File: config.mk
export PLATFORM = sky130hd
export DESIGN_NAME = multicycle_ctrl
export DESIGN_NICKNAME = d
export VERILOG_FILES = /design/src/rtl/multicycle_ctrl.sv
export SDC_FILE = /design/constraint.sdc
export NUM_CORES = 1
export LEC_CHECK = 0
export CORE_MARGIN = 10
export CORE_UTILIZATION = 45
export DETAILED_ROUTE_END_ITERATION = 16
export PLACE_DENSITY_LB_ADDON = 0.15
export SLEW_MARGIN = 20
export SYNTH_ARGS = -nofsm -noshare
export SYNTH_HDL_FRONTEND = slang
export SYNTH_SLANG_ARGS = --single-unit
File: constraint.sdc
create_clock -name clk -period 2.7 [get_ports clk]
set_input_delay 0.405 -clock clk [delete_from_list [all_inputs] [get_ports clk]]
set_output_delay 0.405 -clock clk [all_outputs]
set_load 0.01 [all_outputs]
File: src/rtl/multicycle_ctrl.sv
// rtl/multicycle_ctrl.sv - multicycle MIPS-subset control FSM with memory wait timeout
// Optional jump support: define MULTICYCLE_JUMP_EN.
module multicycle_ctrl #(
    parameter int TIMEOUT = 255
) (
    input  logic       clk,
    input  logic       reset,
    input  logic [5:0] opcode,
    input  logic [5:0] funct,
    input  logic       zero,
    input  logic       mem_ready,
    output logic       iord,
    output logic       irwrite,
    output logic       memwrite,
    output logic       regdst,
    output logic       memtoreg,
    output logic       regwrite,
    output logic       alusrca,
    output logic       pcen,
    output logic [1:0] alusrcb,
    output logic [2:0] aluctl,
    output logic [1:0] pcsrc,
    output logic [3:0] state,
    output logic       retire,
    output logic       halted
);

    typedef enum logic [3:0] {
        FETCH  = 4'd0,
        DECODE = 4'd1,
        MEMADR = 4'd2,
        MEMRD  = 4'd3,
        MEMWB  = 4'd4,
        MEMWR  = 4'd5,
        EXEC   = 4'd6,
        ALUWB  = 4'd7,
        BRANCH = 4'd8,
        ADDIEX = 4'd9,
        ADDIWB = 4'd10,
`ifdef MULTICYCLE_JUMP_EN
        JUMP   = 4'd11,
`endif
        TRAP   = 4'd12
    } state_t;

    localparam logic [5:0] OP_RTYPE = 6'b000000;
    localparam logic [5:0] OP_LW    = 6'b100011;
    localparam logic [5:0] OP_SW    = 6'b101011;
    localparam logic [5:0] OP_BEQ   = 6'b000100;
    localparam logic [5:0] OP_ADDI  = 6'b001000;
    localparam logic [5:0] OP_J     = 6'b000010;
    localparam logic [7:0] TIMEOUT_C = 8'(TIMEOUT);

    state_t     state_q;
    state_t     state_d;
    logic [7:0] wait_cnt;
    logic       mem_state;
    logic       timed_out;

    assign mem_state = (state_q == FETCH) || (state_q == MEMRD) || (state_q == MEMWR);
    assign timed_out = (wait_cnt == TIMEOUT_C);
    assign state     = state_q;

    // Counter restarts on every state change, so each memory access gets a fresh budget.
    always_ff @(posedge clk or posedge reset) begin
        if (reset) begin
            state_q  <= FETCH;
            wait_cnt <= 8'd0;
        end else begin
            state_q <= state_d;
            if (state_d != state_q)
                wait_cnt <= 8'd0;
            else if (mem_state && !mem_ready)
                wait_cnt <= wait_cnt + 8'd1;
        end
    end

    always_comb begin
        state_d  = state_q;
        iord     = 1'b0;
        irwrite  = 1'b0;
        memwrite = 1'b0;
        regdst   = 1'b0;
        memtoreg = 1'b0;
        regwrite = 1'b0;
        alusrca  = 1'b0;
        pcen     = 1'b0;
        alusrcb  = 2'b00;
        aluctl   = 3'b010;
        pcsrc    = 2'b00;
        retire   = 1'b0;
        halted   = 1'b0;

        case (state_q)
            FETCH: begin
                alusrcb = 2'b01;
                irwrite = mem_ready;
                pcen    = mem_ready;
                if (mem_ready)      state_d = DECODE;
                else if (timed_out) state_d = TRAP;
            end
            DECODE: begin
                alusrcb = 2'b11;
                case (opcode)
                    OP_LW, OP_SW: state_d = MEMADR;
                    OP_RTYPE:     state_d = EXEC;
                    OP_BEQ:       state_d = BRANCH;
                    OP_ADDI:      state_d = ADDIEX;
`ifdef MULTICYCLE_JUMP_EN
                    OP_J:         state_d = JUMP;
`endif
                    default:      state_d = TRAP;
                endcase
            end
            MEMADR: begin
                alusrca = 1'b1;
                alusrcb = 2'b10;
                if (opcode == OP_LW)      state_d = MEMRD;
                else if (opcode == OP_SW) state_d = MEMWR;
                else                      state_d = TRAP;
            end
            MEMRD: begin
                iord = 1'b1;
                if (mem_ready)      state_d = MEMWB;
                else if (timed_out) state_d = TRAP;
            end
            MEMWB: begin
                memtoreg = 1'b1;
                regwrite = 1'b1;
                retire   = 1'b1;
                state_d  = FETCH;
            end
            MEMWR: begin
                iord     = 1'b1;
                memwrite = 1'b1;
                retire   = mem_ready;
                if (mem_ready)      state_d = FETCH;
                else if (timed_out) state_d = TRAP;
            end
            EXEC: begin
                alusrca = 1'b1;
                alusrcb = 2'b00;
                state_d = ALUWB;
                case (funct)
                    6'b100000: aluctl = 3'b010;
                    6'b100010: aluctl = 3'b110;
                    6'b100100: aluctl = 3'b000;
                    6'b100101: aluctl = 3'b001;
                    6'b101010: aluctl = 3'b111;
                    default:   state_d = TRAP;
                endcase
            end
            ALUWB: begin
                regdst   = 1'b1;
                regwrite = 1'b1;
                retire   = 1'b1;
                state_d  = FETCH;
            end
            BRANCH: begin
                alusrca = 1'b1;
                aluctl  = 3'b110;
                pcsrc   = 2'b01;
                pcen    = zero;
                retire  = 1'b1;
                state_d = FETCH;
            end
            ADDIEX: begin
                alusrca = 1'b1;
                alusrcb = 2'b10;
                state_d = ADDIWB;
            end
            ADDIWB: begin
                regwrite = 1'b1;
                retire   = 1'b1;
                state_d  = FETCH;
            end
`ifdef MULTICYCLE_JUMP_EN
            JUMP: begin
                pcsrc   = 2'b10;
                pcen    = 1'b1;
                retire  = 1'b1;
                state_d = FETCH;
            end
`endif
            TRAP: begin
                halted  = 1'b1;
                state_d = TRAP;
            end
            default: state_d = TRAP;
        endcase

        // FETCH is entered asynchronously on reset; keep its enables quiet until release.
        if (reset) begin
            irwrite  = 1'b0;
            memwrite = 1'b0;
            regwrite = 1'b0;
            pcen     = 1'b0;
            retire   = 1'b0;
            halted   = 1'b0;
        end
    end

endmodule
# --- Yosys cells after proc, flatten, opt, wreduce, memory -nomap -nowiden ---
# Index checks and enable logic that the tools add are counted.
classes:
  addsub: 1
  n_eq_ne: 22
  mux: 31
  n_reduce_logical: 14
op_table:
  columns: ["op", "n"]
  rows:
  - ["$eq 6x6->1 const B", 7]
  - ["$pmux 4 s8", 1]
  - ["$mux 4", 7]
  - ["$eq 4x3->1 const B", 4]
  - ["$eq 4x4->1 const B", 4]
  - ["$mux 8", 2]
  - ["$pmux 4 s4", 1]
  - ["$mux 1", 15]
  - ["$pmux 3 s4", 1]
  - ["$add 8x1->8 const B", 1]
  - ["$eq 4x2->1 const B", 2]
  - ["$eq 8x8->1 const B", 1]
  - ["$reduce_or 4->1", 2]
  - ["$eq 6x3->1 const B", 1]
  - ["$eq 6x4->1 const B", 1]
  - ["$logic_not 6->1", 1]
  - ["$pmux 2 s3", 1]
  - ["$pmux 3 s2", 1]
  - ["$reduce_or 2->1", 3]
  - ["$reduce_or 5->1", 1]
  - ["$eq 4x1->1 const B", 1]
  - ["$logic_not 4->1", 1]
  - ["$ne 4x4->1", 1]
  - ["$pmux 1 s2", 2]
  - ["other kinds (5)", 6]
word_totals:
  regBits: 12
  out_inout_bits: 21
  word_cells: 70

# --- Longest topological paths before layout ---
# Gate-level depths: netlist of the first run.
depth:
  word_depth: 6
  mapped_depth: 8

# --- Worst setup path before layout of the first run ---
# Ideal clock, no wire load.
synth_path:
  path_kind: "flip-flop to flip-flop"
  startpoint: "register state_q[2], in the netlist state[2]"
  endpoint: "register wait_cnt[0]"
  arrival_time_ns: 1.943
  required_time_ns: 2.567
  path_slack_ns: 0.625
  stages_incl_launch_ff: 8
  path_buffers: 1
  synth_period_minus_slack_ns: 2.075
  path_cell_list: "dfrtp_1 -> buf_6 -> or4_4 -> o22ai_4 -> a21oi_2 -> o2111a_1 -> o211ai_4 -> nor3_1"
synth_via:
  elab_chain_len: 5
synth_rtl:
  columns: ["item", "line_no", "rtl"]
  rows:
  - ["from (decl)", "54", "state_t state_q;"]
  - ["from (signal assigned)", "70", "state_q <= state_d;"]
  - ["$eq 4x4->1, or another cell as far along", "94", "case (state_q)"]
  - ["$reduce_or 4->1 (no source line), or another cell as far along", null, null]
  - ["$pmux 4 s8 or $logic_or 1x1->1 (tied branches)", "94, 60", null]
  - ["$ne 4x4->1 or $logic_and 1x1->1 (tied branches)", "71, 73", null]
  - ["$mux 8 or $reduce_bool 2->1 (tied branches)", null, null]
  - ["to (signal assigned)", "74", "wait_cnt <= wait_cnt + 8'd1;"]
  - ["to (decl)", "56", "logic [7:0] wait_cnt;"]
# Several ways; a longest one is shown, not always the timed one.
# A chain may end at the register's enable or synchronous reset.

# --- Final worst setup path of the first run ---
layout_path:
  startpoint: "register state_q[3], in the netlist state[3]"
  endpoint: "output port pcen"
layout_via:
  elab_chain_len: 3
layout_rtl:
  columns: ["item", "line_no", "rtl"]
  rows:
  - ["$eq 4x4->1 or $logic_not 4->1 (tied branches)", "94", null]
  - ["$pmux 1 s2 (*)", "94", null]
  - ["$mux 1 (*)", "193", "if (reset) begin"]
  - ["to (decl)", "19", "output logic pcen,"]
# Mark *: on every way between the ends. The rest lies on a longest branch, timed or not.

==> impl_metrics.py, run 1 <==
metrics = {
    "floorplanning": {
        "start_util_pct": 46.87,
        "dieArea_mm2": 0.005012,
        "fp-row-count": 18,
        "die_x_um": 70.80,
        "core_area_mm2": 0.002477,
        "die_h_um": 70.80,
        "io_pins": 37,
    },
    "global_routing": {
        "grt_pass1_wl_mm": 5.727,
        "use_met3_pct": 3.068,
        "antenna_found_initial": 0,
        "grt.overflow.total": 0,
        "globalRoute.busiestLayer": "met2",
        "grt_pass1_vias": 1189,
        "gr-usage-met2_pct": 23.24,
        "grt_max_degree": 20,
        "grt_util_met1_pct": 14.90,
        "grtUsageTotal_pct": 13.28,
    },
    "detailed_routing": {
        "drtIter0Drc": 77,
        "drtAntennaViolNets": 0,
        "viasPerCell": 5.771,
        "via_count": 1212,
        "finalWirelength_mm": 3.335,
        "post_drt_wl_per_cell_um": 15.88,
        "drc": 0,
        "firstDrtPassIters": 4,
    },
    "yosys": {
        "synth-async-reset-ratio_pct": 100.0,
        "ys_dominant_reg_cell": "dfrtp_1",
        "synth_area_per_cell_um2": 8.008,
        "synth-edff-count": 0,
        "synth-seq-cells": 12,
        "syn_nets": 162,
        "synth_cell_types": 53,
        "ys_seq_area_share_pct": 25.86,
        "syn_inst": 145,
        "syn_area_mm2": 0.001161,
        "synth_warnings": 0,
    },
    "timing": {
        "clock_skew_ps": 10.72,
        "min_period_over_period_pct": 93.88,
        "period_minus_slack_ps": 2535,
        "setup_violations": 0,
        "fin_ws_ps": 165.3,
        "rsz0062_at_grt": "false",
        "clock.fmax_ghz": 0.3945,
        "hold_viol_final": 0,
        "slew_violations": 0,
        "tns_ps": 0,
    },
    "finish": {
        "areaGrowthSynthToFinish_pct": 35.35,
        "drive_gt1_share_pct": 11.11,
        "fillCellCount": 240,
        "diodes": 0,
        "final_nets": 198,
    },
    "worst_setup_path": {
        "crit_slowest_cell": "dfrtp_1",
        "required_ps": 2300,
        "crit_buf_inv": 1,
        "cp_max_fo": 18,
        "cp_top_family": "flip-flops",
        "max_stage_delay_ps": 650,
        "crit_arrival_ps": 2130,
        "reg2reg_depth": 6,
        "start_kind": "flop",
        "path_cells": "nand2b_1 > nor3_1 > a31o_2 > clkdlybuf4s50_1",
        "critPathKind": "flop to output port",
        "crit_cells": 4,
        "end_kind": "output port",
    },
    "placed_design": {
        "hpwlAfterDp_mm": 2.663,
        "io_buffers": 35,
        "gp_congestion": 0.8590,
        "dp_slack_ps": 179.3,
    },
    "clocking": {
        "postCtsHoldBufs": 0,
        "cts_buffers": 3,
        "cts_tree": "yes",
        "root_buffer": "clkbuf_4",
        "h-tree-depth": 1,
        "cts.clk_slew.worst_paths_ps": 80,
        "clock_sinks": 12,
        "clock_latency_ps": 280,
        "clockBufferDepth": 2,
    },
    "job": {
        "drv_cap": 0,
    },
    "outcome": {
        "status": "complete, no violations",
    },
    "pwr": {
        "irDropWorstVdd_mv": 0.6114,
        "powerDensity_mw_per_mm2": 813.0,
        "total_leakage_power_uw": 0.0006175,
    },
    "min_path": {
        "holdCritPathClass": "input port to asynchronous set/reset pin",
    },
}
==> through the flow <==
step / hold slack (ps) / util [%] / cell area (um2) / instances / power (uW)
2_1_floorplan: 278.0 / - / 1161 / 145 / 822.8
3_3_place_gp: 572.6 / 61.92 / 1534 / 206 / 1118
3_5_place_dp: 577.8 / 61.92 / 1534 / 206 / 1136
4_1_cts: 575.3 / 63.38 / 1570 / 210 / 1286
5_1_grt: 605.7 / 63.43 / 1572 / 210 / 1384
6_report: 571.3 / 63.43 / 1572 / 210 / 1278
==> cells in the mapped netlist, types with 2 or more instances <==
cell type  instances  area, um2
a21o_1             2      15.01
a21oi_1            4      20.02
and3_1             4      25.02
and4_1             2      17.52
buf_2              3      15.01
clkbuf_1           3      11.26
dfrtp_1           12      300.3
inv_1              5      18.77
nand2_1           11      41.29
nand2b_1           6      37.54
nand3_1            3      15.01
nand4_1            2      12.51
nor2_1            11      41.29
nor2b_1            8      50.05
nor3_1            14      70.07
nor4_1             2      12.51
o2111ai_1          2      17.52
o21ai_0            8      40.04
or3b_2             2      17.52
xnor2_1            2      17.52
xor2_1             7      61.31
==> kinds of logic after synthesis <==
kind of cell / Yosys count / synth area share, %
buffers and inverters: 13 / 5.496
other: 1 / 0.3230
and+or+nand+nor: 73 / 35.35
AOI/OAI and AO/OA: 34 / 23.28
DFF: 12 / 25.86
adders and majority gates: 1 / 1.077
muxes: 2 / 1.832
xor gates and xnor gates: 9 / 6.789
==> sequential cells by signal (all words and copies together) (netlist names) <==
signal	count
state	4
wait_cnt	8
==> worst paths after layout <==
path                                           end               startpoint  slack (ps)
setup / recovery                              pcen       state[3]$_DFF_PP0_         170
min in group clk           wait_cnt[0]$_DFFE_PP0P_  wait_cnt[0]$_DFFE_PP0P_         610
setup reg to reg           wait_cnt[6]$_DFFE_PP0P_       state[0]$_DFF_PP0_         440
hold / removal                  state[1]$_DFF_PP0_                    reset         570
max in group asynchronous       state[2]$_DFF_PP0_                    reset        1940
hold reg to reg            wait_cnt[0]$_DFFE_PP0P_  wait_cnt[0]$_DFFE_PP0P_         610
==> layout by cell type (no fill, tap or decap), types with 2 or more instances in the layout <==
cell	instances
nand3_1	3
nand4_1	2
buf_4	4
a21o_1	2
and4_1	2
dfrtp_1	11
nor3_1	14
o2111ai_1	2
and3_1	4
inv_1	5
nor2_1	11
xnor2_1	2
or3b_2	2
nor4_1	2
clkbuf_4	3
xor2_1	7
a21oi_1	4
nand2_1	11
clkdlybuf4s50_1	35
o21ai_0	8
nand2b_1	6
nor2b_1	8
==> where the power goes <==
group | total, uW | internal [uW] | switching, uW
sequential | 299 | 206 | 92.8
clock | 145 | 82.0 | 63.5
combinational | 833 | 410 | 423
total | 1280 | 699 | 579
==> timing repair <==
item,4_1_cts,5_1_grt
gates resized for setup,0,1
setup buffers,0,0
setup endpoints to repair,0,3
==> routing by layer <==
| metal | share of wire (%) | wire length (um) | vias up |
|---|---|---|---|
| li1 | - | - | 602 |
| met1 | 42 | 1385 | 573 |
| met2 | 52 | 1726 | 31 |
| met3 | 5.0 | 166 | 6 |
| met4 | 1.7 | 57 | 0 |
| met5 | 0 | 0 | - |
==> worst min-delay path, stage by stage <==
cell	delay, ps
clkdlybuf4s50_1	480
inv_1	110
buf_4	210
==> layout make-up <==
class                           count  area, um2  area share (%)
Tap cell                           30      37.54           2.389
Timing Repair Buffer               39      380.4           24.20
Clock buffer                        4      36.28           2.309
Sequential cell                    12      301.5           19.19
Inverter                            5      18.77           1.194
Multi-Input combinational cell    120      797.0           50.72
No activity file was read; power rests on OpenSTA's default activity.
==> run 2, diff against run 1 <==
--- a/config.mk
+++ b/config.mk
@@ -5,6 +5,7 @@
 export SDC_FILE = /design/constraint.sdc
 export NUM_CORES = 1
 export LEC_CHECK = 0
+export CORE_ASPECT_RATIO = 1.75
 export CORE_MARGIN = 10
 export CORE_UTILIZATION = 45
 export DETAILED_ROUTE_END_ITERATION = 16
==> impl_metrics.py, run 2 (synthesis gave the netlist of run 1 again) <==
metrics = {
    "floorplanning": {
        "start_util_pct": 46.59,
        "io_pins": 37,
        "die_h_um": 87.20,
        "die_x_um": 58.40,
        "fp-row-count": 24,
        "dieArea_mm2": 0.005092,
        "core_area_mm2": 0.002492,
    },
    "global_routing": {
        "grt_pass1_vias": 1272,
        "grtUsageTotal_pct": 14.00,
        "grt.overflow.total": 0,
        "antenna_found_initial": 0,
        "grt_pass1_wl_mm": 5.906,
        "grt_max_degree": 21,
    },
    "detailed_routing": {
        "viasPerCell": 6.005,
        "drtIter0Drc": 26,
        "drtAntennaViolNets": 0,
        "via_count": 1237,
        "firstDrtPassIters": 4,
        "finalWirelength_mm": 3.494,
        "post_drt_wl_per_cell_um": 16.96,
        "drc": 0,
    },
    "worst_setup_path": {
        "endpoint": "retire",
        "critPathKind": "input port to output port",
        "crit_slowest_cell": "clkdlybuf4s50_1",
        "end_kind": "output port",
        "path_cells": "clkdlybuf4s50_1 > nor2b_1 > o21ai_0 > nand3b_1 > a21oi_1 > clkdlybuf4s50_1",
        "required_ps": 2300,
        "reg2reg_depth": 6,
        "crit_arrival_ps": 2090,
        "max_stage_delay_ps": 580,
        "cp_max_fo": 7,
        "rr_startpoint": "state[2]$_DFF_PP0_",
        "rrSetupSlack_ps": 540,
        "rr_endpoint": "wait_cnt[4]$_DFFE_PP0P_",
        "path_common_cell": "clkdlybuf4s50_1",
        "start_kind": "input port",
        "startpoint": "mem_ready",
    },
    "finish": {
        "diodes": 0,
        "utilization_pct": 63.40,
        "final_cell_mix": "clkdlybuf4s50_1, nor3_1, nor2_1, nand2_1, dfrtp_1",
        "largest_register_ffs": 8,
        "largest-register": "wait_cnt",
        "final_nets": 199,
        "areaGrowthSynthToFinish_pct": 36.10,
        "final_common_cell": "clkdlybuf4s50_1",
        "drive_gt1_share_pct": 11.67,
    },
    "timing": {
        "setup_violations": 0,
        "hold_viol_final": 0,
        "rsz0062_at_grt": "false",
        "period_minus_slack_ps": 2499,
        "clock_skew_ps": 1.602,
        "clock.fmax_ghz": 0.4002,
        "min_period_over_period_pct": 92.54,
        "tns_ps": 0,
        "slew_violations": 0,
    },
    "placed_design": {
        "hpwlAfterDp_mm": 2.841,
        "gp_congestion": 0.9550,
        "io_buffers": 35,
    },
    "clocking": {
        "cts.clk_slew.worst_paths_ps": 50,
        "post_cts_buffers": 0,
        "h-tree-depth": 1,
        "clockBufferDepth": 2,
        "cts_buffers": 3,
        "cts_tree": "yes",
        "clock_latency_ps": 240,
        "clock_sinks": 12,
        "root_buffer": "clkbuf_8",
    },
    "pwr": {
        "total_leakage_power_uw": 0.0006211,
        "powerDensity_mw_per_mm2": 823.5,
        "irDropWorstVdd_mv": 0.5245,
        "power_uw": 1301,
    },
    "min_path": {
        "holdCritPathClass": "flop to flop",
    },
    "job": {
        "drv_cap": 0,
    },
    "outcome": {
        "status": "complete, no violations",
    },
}
-- run 2: cell types whose count changed in the layout (fill, tap and decap cells not counted) --
cell,delta
buf_4,+1
dfrtp_2,+1
dfrtp_1,-1
clkbuf_8,+2
clkbuf_4,-3
-- run 2: repair_timing --
action | in CTS | in global routing
setup endpoints to repair | 0 | 3
hold buffers | 0 | 0
resized for setup | 0 | 2
-- run 2: area by class of cell --
| cell class | count | area (um2) |
|---|---|---|
| fillers | 232 | 912.1 |
| multi-input cells | 120 | 797.0 |
| repair buffers | 40 | 387.9 |
| flip-flops and latches | 12 | 302.8 |
| clock buffers | 3 | 41.29 |
| well taps | 26 | 32.53 |
| inverters | 5 | 18.77 |
-- run 2: report_power, final --
part           internal [uW]  switching [uW]  leakage (uW)
sequential               208            85.5      0.000161
clock                   97.7            59.5     0.0000216
combinational            422             429      0.000439
-- run 2: worst min path at each step --
stage | startpoint | cells after the start | slack (ps) | to
finish | wait_cnt[7]$_DFFE_PP0P_ | 2 | 590 | wait_cnt[7]$_DFFE_PP0P_
global route | wait_cnt[7]$_DFFE_PP0P_ | 2 | 620 | wait_cnt[7]$_DFFE_PP0P_
CTS | wait_cnt[7]$_DFFE_PP0P_ | 2 | 590 | wait_cnt[7]$_DFFE_PP0P_
detailed placement | wait_cnt[7]$_DFFE_PP0P_ | 2 | 580 | wait_cnt[7]$_DFFE_PP0P_
global placement | wait_cnt[7]$_DFFE_PP0P_ | 2 | 570 | wait_cnt[7]$_DFFE_PP0P_
floorplan | reset | 1 | 280 | state[0]$_DFF_PP0_
-- run 2: worst max-delay path: cells and delay by family --
kind | cells | cell delay, ps
AOI/OAI and AO/OA | 2 | 310
and+or+nand+nor | 2 | 250
buffers and inverters | 2 | 1130
-- run 2: per-stage QoR --
stage | setup slack [ps] | instance area [um2] | hold slack (ps) | std cells
final | 201.3 | 1580 | 591.0 | 206
after global routing | 44.08 | 1580 | 621.3 | 206
after CTS | 102.5 | 1578 | 591.5 | 206
after detailed placement | 185.3 | 1536 | 576.5 | 203
after global placement | 200.6 | 1536 | 569.6 | 203
after floorplan | 624.9 | 1161 | 278.0 | 145
-- run 2: metal layers --
metal,vias to the layer above,track usage (%),part of all wire [%]
met1,599,13.40,36
met5,-,0,0
li1,602,-,-
met3,7,2.924,5.5
met2,29,27.26,57
met4,0,5.150,1.8
